--- src/rtl/mips_pkg.sv ---
// Shared definitions for the pipelined MIPS core: opcodes, ALU op encodings
// and the decoded control bundle that control_unit hands to ID/EX.
package mips_pkg;

    localparam logic [5:0] OP_RTYPE = 6'b000000;
    localparam logic [5:0] OP_LW    = 6'b100011;
    localparam logic [5:0] OP_SW    = 6'b101011;
    localparam logic [5:0] OP_BEQ   = 6'b000100;
    localparam logic [5:0] OP_ADDI  = 6'b001000;
    localparam logic [5:0] OP_ANDI  = 6'b001100;
    localparam logic [5:0] OP_ORI   = 6'b001101;
    localparam logic [5:0] OP_XORI  = 6'b001110;
    localparam logic [5:0] OP_SLTI  = 6'b001010;
    localparam logic [5:0] OP_J     = 6'b000010;

    typedef enum logic [2:0] {
        ALU_ADD   = 3'b000,
        ALU_SUB   = 3'b001,
        ALU_FUNCT = 3'b010,
        ALU_AND   = 3'b011,
        ALU_OR    = 3'b100,
        ALU_XOR   = 3'b101,
        ALU_SLT   = 3'b110
    } alu_op_e;

    // Decoded control bundle; alu_op carries an alu_op_e encoding.
    typedef struct packed {
        logic       reg_dst;
        logic       branch;
        logic       mem_read;
        logic       mem_to_reg;
        logic       mem_write;
        logic       alu_src;
        logic       reg_write;
        logic       jump;
        logic [2:0] alu_op;
    } ctrl_t;

    localparam ctrl_t CTRL_NOP = '0;

    // Strip every control that changes architectural state, leaving the
    // don't-care datapath selects untouched.
    function automatic ctrl_t kill_side_effects(input ctrl_t c);
        ctrl_t r;
        r           = c;
        r.reg_write = 1'b0;
        r.mem_read  = 1'b0;
        r.mem_write = 1'b0;
        r.branch    = 1'b0;
        r.jump      = 1'b0;
        return r;
    endfunction

endpackage

--- src/rtl/load_use_detect.sv ---
// Combinational load-use hazard detector: an instruction in ID that reads
// the destination of a load currently in EX must wait one cycle.
module load_use_detect
    import mips_pkg::*;
#(
    parameter int REG_ADDR_WIDTH = 5
) (
    input  logic                      id_valid,
    input  logic [5:0]                id_opcode,
    input  logic [REG_ADDR_WIDTH-1:0] id_rs,
    input  logic [REG_ADDR_WIDTH-1:0] id_rt,
    input  logic                      ex_valid,
    input  logic                      ex_mem_read,
    input  logic [REG_ADDR_WIDTH-1:0] ex_rt,
    output logic                      hazard
);

    logic uses_rs;
    logic uses_rt;

    // Source-operand decode and compare against the load's destination;
    // $zero is never a real dependency.
    always_comb begin
        uses_rs = (id_opcode != OP_J);
        uses_rt = (id_opcode == OP_RTYPE) || (id_opcode == OP_SW) || (id_opcode == OP_BEQ);
        hazard  = id_valid && ex_valid && ex_mem_read && (ex_rt != '0) &&
                  ((uses_rs && (ex_rt == id_rs)) || (uses_rt && (ex_rt == id_rt)));
    end

endmodule

--- src/rtl/id_ex_stage.sv ---
// ID/EX pipeline register with load-use bubble insertion, flush and hold,
// plus a saturating counter of inserted load-use bubbles.
module id_ex_stage
    import mips_pkg::*;
#(
    parameter int DATA_WIDTH     = 32,
    parameter int REG_ADDR_WIDTH = 5,
    parameter int CNT_WIDTH      = 16
) (
    input  logic                      clk,
    input  logic                      rst,
    input  logic                      id_valid,
    input  logic [5:0]                id_opcode,
    input  logic [5:0]                id_funct,
    input  logic                      id_reg_dst,
    input  logic                      id_branch,
    input  logic                      id_mem_read,
    input  logic                      id_mem_to_reg,
    input  logic                      id_mem_write,
    input  logic                      id_alu_src,
    input  logic                      id_reg_write,
    input  logic                      id_jump,
    input  logic [2:0]                id_alu_op,
    input  logic [DATA_WIDTH-1:0]     id_pc_plus4,
    input  logic [DATA_WIDTH-1:0]     id_rs_data,
    input  logic [DATA_WIDTH-1:0]     id_rt_data,
    input  logic [DATA_WIDTH-1:0]     id_imm,
    input  logic [REG_ADDR_WIDTH-1:0] id_rs,
    input  logic [REG_ADDR_WIDTH-1:0] id_rt,
    input  logic [REG_ADDR_WIDTH-1:0] id_rd,
    input  logic                      flush,
    input  logic                      hold,
    output logic                      ex_valid,
    output logic [5:0]                ex_funct,
    output logic                      ex_reg_dst,
    output logic                      ex_branch,
    output logic                      ex_mem_read,
    output logic                      ex_mem_to_reg,
    output logic                      ex_mem_write,
    output logic                      ex_alu_src,
    output logic                      ex_reg_write,
    output logic                      ex_jump,
    output logic [2:0]                ex_alu_op,
    output logic [DATA_WIDTH-1:0]     ex_pc_plus4,
    output logic [DATA_WIDTH-1:0]     ex_rs_data,
    output logic [DATA_WIDTH-1:0]     ex_rt_data,
    output logic [DATA_WIDTH-1:0]     ex_imm,
    output logic [REG_ADDR_WIDTH-1:0] ex_rs,
    output logic [REG_ADDR_WIDTH-1:0] ex_rt,
    output logic [REG_ADDR_WIDTH-1:0] ex_rd,
    output logic                      stall,
    output logic [CNT_WIDTH-1:0]      bubble_count
);

    ctrl_t                     id_ctrl;
    ctrl_t                     ctrl_reg, ctrl_next;
    logic                      valid_reg, valid_next;
    logic [5:0]                funct_reg, funct_next;
    logic [DATA_WIDTH-1:0]     pc_plus4_reg, pc_plus4_next;
    logic [DATA_WIDTH-1:0]     rs_data_reg, rs_data_next;
    logic [DATA_WIDTH-1:0]     rt_data_reg, rt_data_next;
    logic [DATA_WIDTH-1:0]     imm_reg, imm_next;
    logic [REG_ADDR_WIDTH-1:0] rs_reg, rs_next;
    logic [REG_ADDR_WIDTH-1:0] rt_reg, rt_next;
    logic [REG_ADDR_WIDTH-1:0] rd_reg, rd_next;
    logic [CNT_WIDTH-1:0]      bubble_count_reg, bubble_count_next;
    logic                      hazard;

    assign id_ctrl = '{reg_dst:    id_reg_dst,
                       branch:     id_branch,
                       mem_read:   id_mem_read,
                       mem_to_reg: id_mem_to_reg,
                       mem_write:  id_mem_write,
                       alu_src:    id_alu_src,
                       reg_write:  id_reg_write,
                       jump:       id_jump,
                       alu_op:     id_alu_op};

    load_use_detect #(
        .REG_ADDR_WIDTH(REG_ADDR_WIDTH)
    ) u_load_use_detect (
        .id_valid   (id_valid),
        .id_opcode  (id_opcode),
        .id_rs      (id_rs),
        .id_rt      (id_rt),
        .ex_valid   (valid_reg),
        .ex_mem_read(ctrl_reg.mem_read),
        .ex_rt      (rt_reg),
        .hazard     (hazard)
    );

    // The front end freezes both for a load-use bubble and for a downstream hold.
    assign stall = hazard | hold;

    // Next-state selection: flush beats hold, hold beats hazard, hazard beats load.
    always_comb begin
        ctrl_next         = ctrl_reg;
        valid_next        = valid_reg;
        funct_next        = funct_reg;
        pc_plus4_next     = pc_plus4_reg;
        rs_data_next      = rs_data_reg;
        rt_data_next      = rt_data_reg;
        imm_next          = imm_reg;
        rs_next           = rs_reg;
        rt_next           = rt_reg;
        rd_next           = rd_reg;
        bubble_count_next = bubble_count_reg;
        if (flush || (!hold && hazard)) begin
            ctrl_next     = CTRL_NOP;
            valid_next    = 1'b0;
            funct_next    = '0;
            pc_plus4_next = '0;
            rs_data_next  = '0;
            rt_data_next  = '0;
            imm_next      = '0;
            rs_next       = '0;
            rt_next       = '0;
            rd_next       = '0;
            // A flushed slot is not a load-use bubble, so only count the latter.
            if (!flush && bubble_count_reg != '1) begin
                bubble_count_next = bubble_count_reg + CNT_WIDTH'(1);
            end
        end else if (!hold) begin
            ctrl_next     = id_valid ? id_ctrl : kill_side_effects(id_ctrl);
            valid_next    = id_valid;
            funct_next    = id_funct;
            pc_plus4_next = id_pc_plus4;
            rs_data_next  = id_rs_data;
            rt_data_next  = id_rt_data;
            imm_next      = id_imm;
            rs_next       = id_rs;
            rt_next       = id_rt;
            rd_next       = id_rd;
        end
    end

    // Pipeline register and bubble counter, cleared by synchronous reset.
    always_ff @(posedge clk) begin
        if (rst) begin
            ctrl_reg         <= CTRL_NOP;
            valid_reg        <= 1'b0;
            funct_reg        <= '0;
            pc_plus4_reg     <= '0;
            rs_data_reg      <= '0;
            rt_data_reg      <= '0;
            imm_reg          <= '0;
            rs_reg           <= '0;
            rt_reg           <= '0;
            rd_reg           <= '0;
            bubble_count_reg <= '0;
        end else begin
            ctrl_reg         <= ctrl_next;
            valid_reg        <= valid_next;
            funct_reg        <= funct_next;
            pc_plus4_reg     <= pc_plus4_next;
            rs_data_reg      <= rs_data_next;
            rt_data_reg      <= rt_data_next;
            imm_reg          <= imm_next;
            rs_reg           <= rs_next;
            rt_reg           <= rt_next;
            rd_reg           <= rd_next;
            bubble_count_reg <= bubble_count_next;
        end
    end

    assign ex_valid      = valid_reg;
    assign ex_funct      = funct_reg;
    assign ex_reg_dst    = ctrl_reg.reg_dst;
    assign ex_branch     = ctrl_reg.branch;
    assign ex_mem_read   = ctrl_reg.mem_read;
    assign ex_mem_to_reg = ctrl_reg.mem_to_reg;
    assign ex_mem_write  = ctrl_reg.mem_write;
    assign ex_alu_src    = ctrl_reg.alu_src;
    assign ex_reg_write  = ctrl_reg.reg_write;
    assign ex_jump       = ctrl_reg.jump;
    assign ex_alu_op     = ctrl_reg.alu_op;
    assign ex_pc_plus4   = pc_plus4_reg;
    assign ex_rs_data    = rs_data_reg;
    assign ex_rt_data    = rt_data_reg;
    assign ex_imm        = imm_reg;
    assign ex_rs         = rs_reg;
    assign ex_rt         = rt_reg;
    assign ex_rd         = rd_reg;
    assign bubble_count  = bubble_count_reg;

endmodule

--- config.mk ---
export PLATFORM = sky130hd
export DESIGN_NAME = id_ex_stage
export DESIGN_NICKNAME = d
export VERILOG_FILES = /design/src/rtl/mips_pkg.sv /design/src/rtl/load_use_detect.sv /design/src/rtl/id_ex_stage.sv
export SDC_FILE = /design/constraint.sdc
export NUM_CORES = 1
export LEC_CHECK = 0
export ABC_AREA = 1
export ABC_CLOCK_PERIOD_IN_PS = 4700
export BUFFER_PORTS_ARGS = -buffer_cell sky130_fd_sc_hd__buf_2
export CAP_MARGIN = 20
export CORE_ASPECT_RATIO = 0.7
export CORE_UTILIZATION = 30
export DETAILED_ROUTE_END_ITERATION = 10
export HOLD_SLACK_MARGIN = 0.12
export PLACE_DENSITY = 0.64
export SYNTH_ARGS = -nofsm -noshare
export SYNTH_HDL_FRONTEND = slang
export SYNTH_SLANG_ARGS = --single-unit
--- constraint.sdc ---
create_clock -name clk -period 4.7 [get_ports clk]
set_clock_uncertainty 0.05 [all_clocks]
set_input_delay 0.705 -clock clk [delete_from_list [all_inputs] [get_ports clk]]
set_output_delay 0.705 -clock clk [all_outputs]
set_load 0.02 [all_outputs]
==> results.txt <==
----------------------------------------------------
[Status]
  Outcome ... completed

[Detailed routing]
  Detailed-route DRC error count ... 0
  Count of vias placed by the detailed router ... between 6000 and 7000
  Per-cell via count in the routed design ... between 4 and 5
  Wire length after detailed routing ... 20100 um
  Initial DRC Count ... approximately 340
  Detail-routed net length per standard cell ... 13.2 um
  First-pass iteration count of the detailed router ... 7
  Post-detailed-route count of antenna-violating nets ... 0

[Finish]
  Commonest cells after routing, fill and taps aside ... sky130_fd_sc_hd__nand2_1 (359), sky130_fd_sc_hd__buf_2 (347), sky130_fd_sc_hd__dfxtp_1 (177)
  # nets final ... between 1000 and 1500
  Area growth, synth to finish ... 35.2%
  Leading cell type in the layout, fill and taps excluded ... sky130_fd_sc_hd__nand2_1
  Fillcell total ... 2327
  Final std cell area, no fill ... about 9400 sq um
  Proportion of layout cells with a drive suffix above 1 ... around two fifths

[Yosys]
  Post-synthesis share of cell area spent on full adders, half adders and majority gates ... 0.179%
  Number of distinct library cells after synthesis ... 27
  Multiplexer share of the synthesized area ... 0%
  Post-synth design cell area ... ~7000 sq um
  Synthesized netlist net count ... 1051
  Share of the synthesized area in compound gates (AO/OA/AOI/OAI) ... around 18%
  Dominant combinational cell family by area after synthesis ... simple AND/OR/NAND/NOR gates
  Syn avg cell area ... 7.93 sq um
  Sequential area share after synthesis ... 50.8%
  Parity-gate share of the synthesized area counting xor and xnor cells ... 1.01%
  Simple-gate area share of the yosys netlist ... between 20 and 25%
  Gate count after technology mapping ... 879
  Number of warnings issued by yosys ... 0
  Count of state elements after synthesis ... between 150 and 200

[STA]
  Worst slew margin relative to its limit ... a little under a third
  Part of the cycle the worst path needs ... between 60% and 70%
  Worst-case hold slack ... between 0.4 and 0.5 ns
  Worst Max-Slew Pin Slew ... between 1 and 1.5 ns
  Number of hold-slack violations in the final timing report ... 0
  Peak Freq ... between 300 and 400 MHz
  RSZ-0062 raised after global routing ... no
  Setup_tns ... 0 ns
  Fin. max-slew vios ... 0
  Setup violation total in the final timing report ... 0
  Min Tclk post-route ... 2.91 ns

[Floorplanning]
  Starting density of the core ... a little under a third
  Core box area ... between 20000 and 25000 sq um
  Num rows ... 46
  Die area ... about 24000 sq um
  Floorplan die width ... 184 um
  I/O pin total ... between 300 and 400
  Die Y ... roughly 130 um

[Global route]
  Largest net degree at the start of global routing ... 100
  First-pass GRT wire length ... ~30000 um
  Gr usage total ... about 16%
  Vias in the first global route ... between 5000 and 6000
  Antenna violations before repair ... 2
  Sum of overflow across all layers after global routing ... 0

[Clock network]
  Number of post-CTS setup repair buffers ... 0
  Hold-fix buffers, CTS ... 0
  TritonCTS clock tree ... yes
  Clk Tree Root Cell ... sky130_fd_sc_hd__clkbuf_16
  Number of resized instances in the post-cts repair step ... 0
  Clock Sink Count ... 177
  Num CTS Buffers ... 17
  Clock Latency Late Sink ... approximately 0.43 ns
  CTS clock-pin slew for the worst setup and hold paths ... 0.07 ns
  Htree depth ... 4
  Deepest clock path buffer count ... 2

[Pwr]
  Switching Share ... between 20% and 30%
  Worst voltage drop across the vdd grid ... ~0.23 mV
  Part of the total power dissipated in sequential elements ... a little under half
  P_sw ... roughly 0.00085 W
  Internal Power ... between 0.002 and 0.0025 W
  Static Leak ... ~4.3 nW
  Combinational Power Share ... about 11%
  Power per Cell Area ... 347 nW/um^2
  Portion of total power attributed to the clock network ... approximately two fifths

[Critical path]
  Crit path required time ... just under 5 ns
  Data arrival time of the critical path ... 3.17 ns
  Critical Path Sink Type ... flip-flop
  Category of the critical setup timing path ... in2reg
  CP max FO ... a little under 100
  Critical path launch point type ... primary input

[Placement]
  Post-Place Cell Area ... 8880 sq um
  Final weighted congestion in routability-driven placement ... 0.785
  Half-perimeter wire length after detailed placement ... between 10000 and 15000 um
  Number of I/O port buffers ... around 350

[Min path]
  HP Class ... reg2reg

[Job]
  Max_cap viols ... 0

----------------------------------------------------
==> final cells by class <==
class | instances | area, sq um | area share, %
multi-input combinational | 626 | 3060 | 32.4
sequential | 177 | 3540 | 37.6
clock buffer | 22 | 464 | 4.92
timing repair buffer | 353 | 1810 | 19.2
antenna | 1 | 2.50 | 0.0265
clock inverter | 8 | 82.6 | 0.876
inverter | 21 | 81.3 | 0.863
tap | 312 | 390 | 4.14
==> metrics by stage <==
stage	utilization, %	power, W	instances	setup slack, ns
3_5_place_dp	39.1	0.00196	1489	1.33
2_1_floorplan	-	0.00181	879	2.43
4_1_cts	41.5	0.00332	1519	1.79
5_1_grt	41.5	0.00341	1519	1.59
3_3_place_gp	39.1	0.00196	1489	1.35
6_report	41.5	0.00327	1520	1.79
==> Yosys cell counts (all sizes together) <==
master / number / share of area [%]
a21oi: 167 / 17
a22oi: 5 / 0.54
buf: 20 / 2.3
clkbuf: 35 / 1.9
clkinv: 1 / 0.054
dfxtp: 177 / 51
ha: 1 / 0.18
inv: 20 / 1.1
nand2: 359 / 19
nand3: 18 / 1.5
nand3b: 1 / 0.11
nand4: 6 / 0.54
nor2: 50 / 2.8
nor3: 4 / 0.36
nor3b: 2 / 0.22
o21ai: 4 / 0.29
o21bai: 1 / 0.11
xnor2: 6 / 0.75
xor2: 2 / 0.25
==> metal layers <==
metal	vias up	share of wire, %	global-route usage (%)
li1	3442	-	-
met1	2991	45	19.8
met2	229	45	26.0
met3	19	7.9	5.90
met4	2	1.3	5.39
met5	-	0.065	0
==> power groups by stage <==
| stage | Sequential (W) | Clock, W | Combinational [W] |
|---|---|---|---|
| after CTS | 0.00156 | 0.00139 | 0.000364 |
| after floorplan | 0.00165 | 0 | 0.000163 |
| after detailed placement | 0.00160 | 0 | 0.000363 |
| final | 0.00157 | 0.00135 | 0.000360 |
| after global placement | 0.00160 | 0 | 0.000361 |
| after global routing | 0.00157 | 0.00144 | 0.000395 |
==> critical path: stages <==
cell                      delay (ns)
sky130_fd_sc_hd__buf_4          0.32
sky130_fd_sc_hd__inv_4          0.13
sky130_fd_sc_hd__buf_4          0.47
sky130_fd_sc_hd__buf_4          0.88
sky130_fd_sc_hd__nand4_1        0.30
sky130_fd_sc_hd__o21ai_0        0.24
sky130_fd_sc_hd__nor2_1         0.07
==> worst paths after layout <==
check | startpoint | endpoint | slack [ns] | depth (start not counted)
max | hold | bubble_count[2] | 1.79 | 7
min | ex_pc_plus4[5] | ex_pc_plus4[5] | 0.41 | 2
max reg2reg | ex_rt[0] | ex_funct[2] | 2.24 | 11
min reg2reg | ex_pc_plus4[5] | ex_pc_plus4[5] | 0.41 | 2
==> kinds of logic after synthesis <==
kind of cell | Yosys count
xor+xnor | 8
flops | 177
compound gates | 177
buf+inv | 76
simple gates | 440
fa+ha+maj | 1
(Power assumes the default switching activity.)
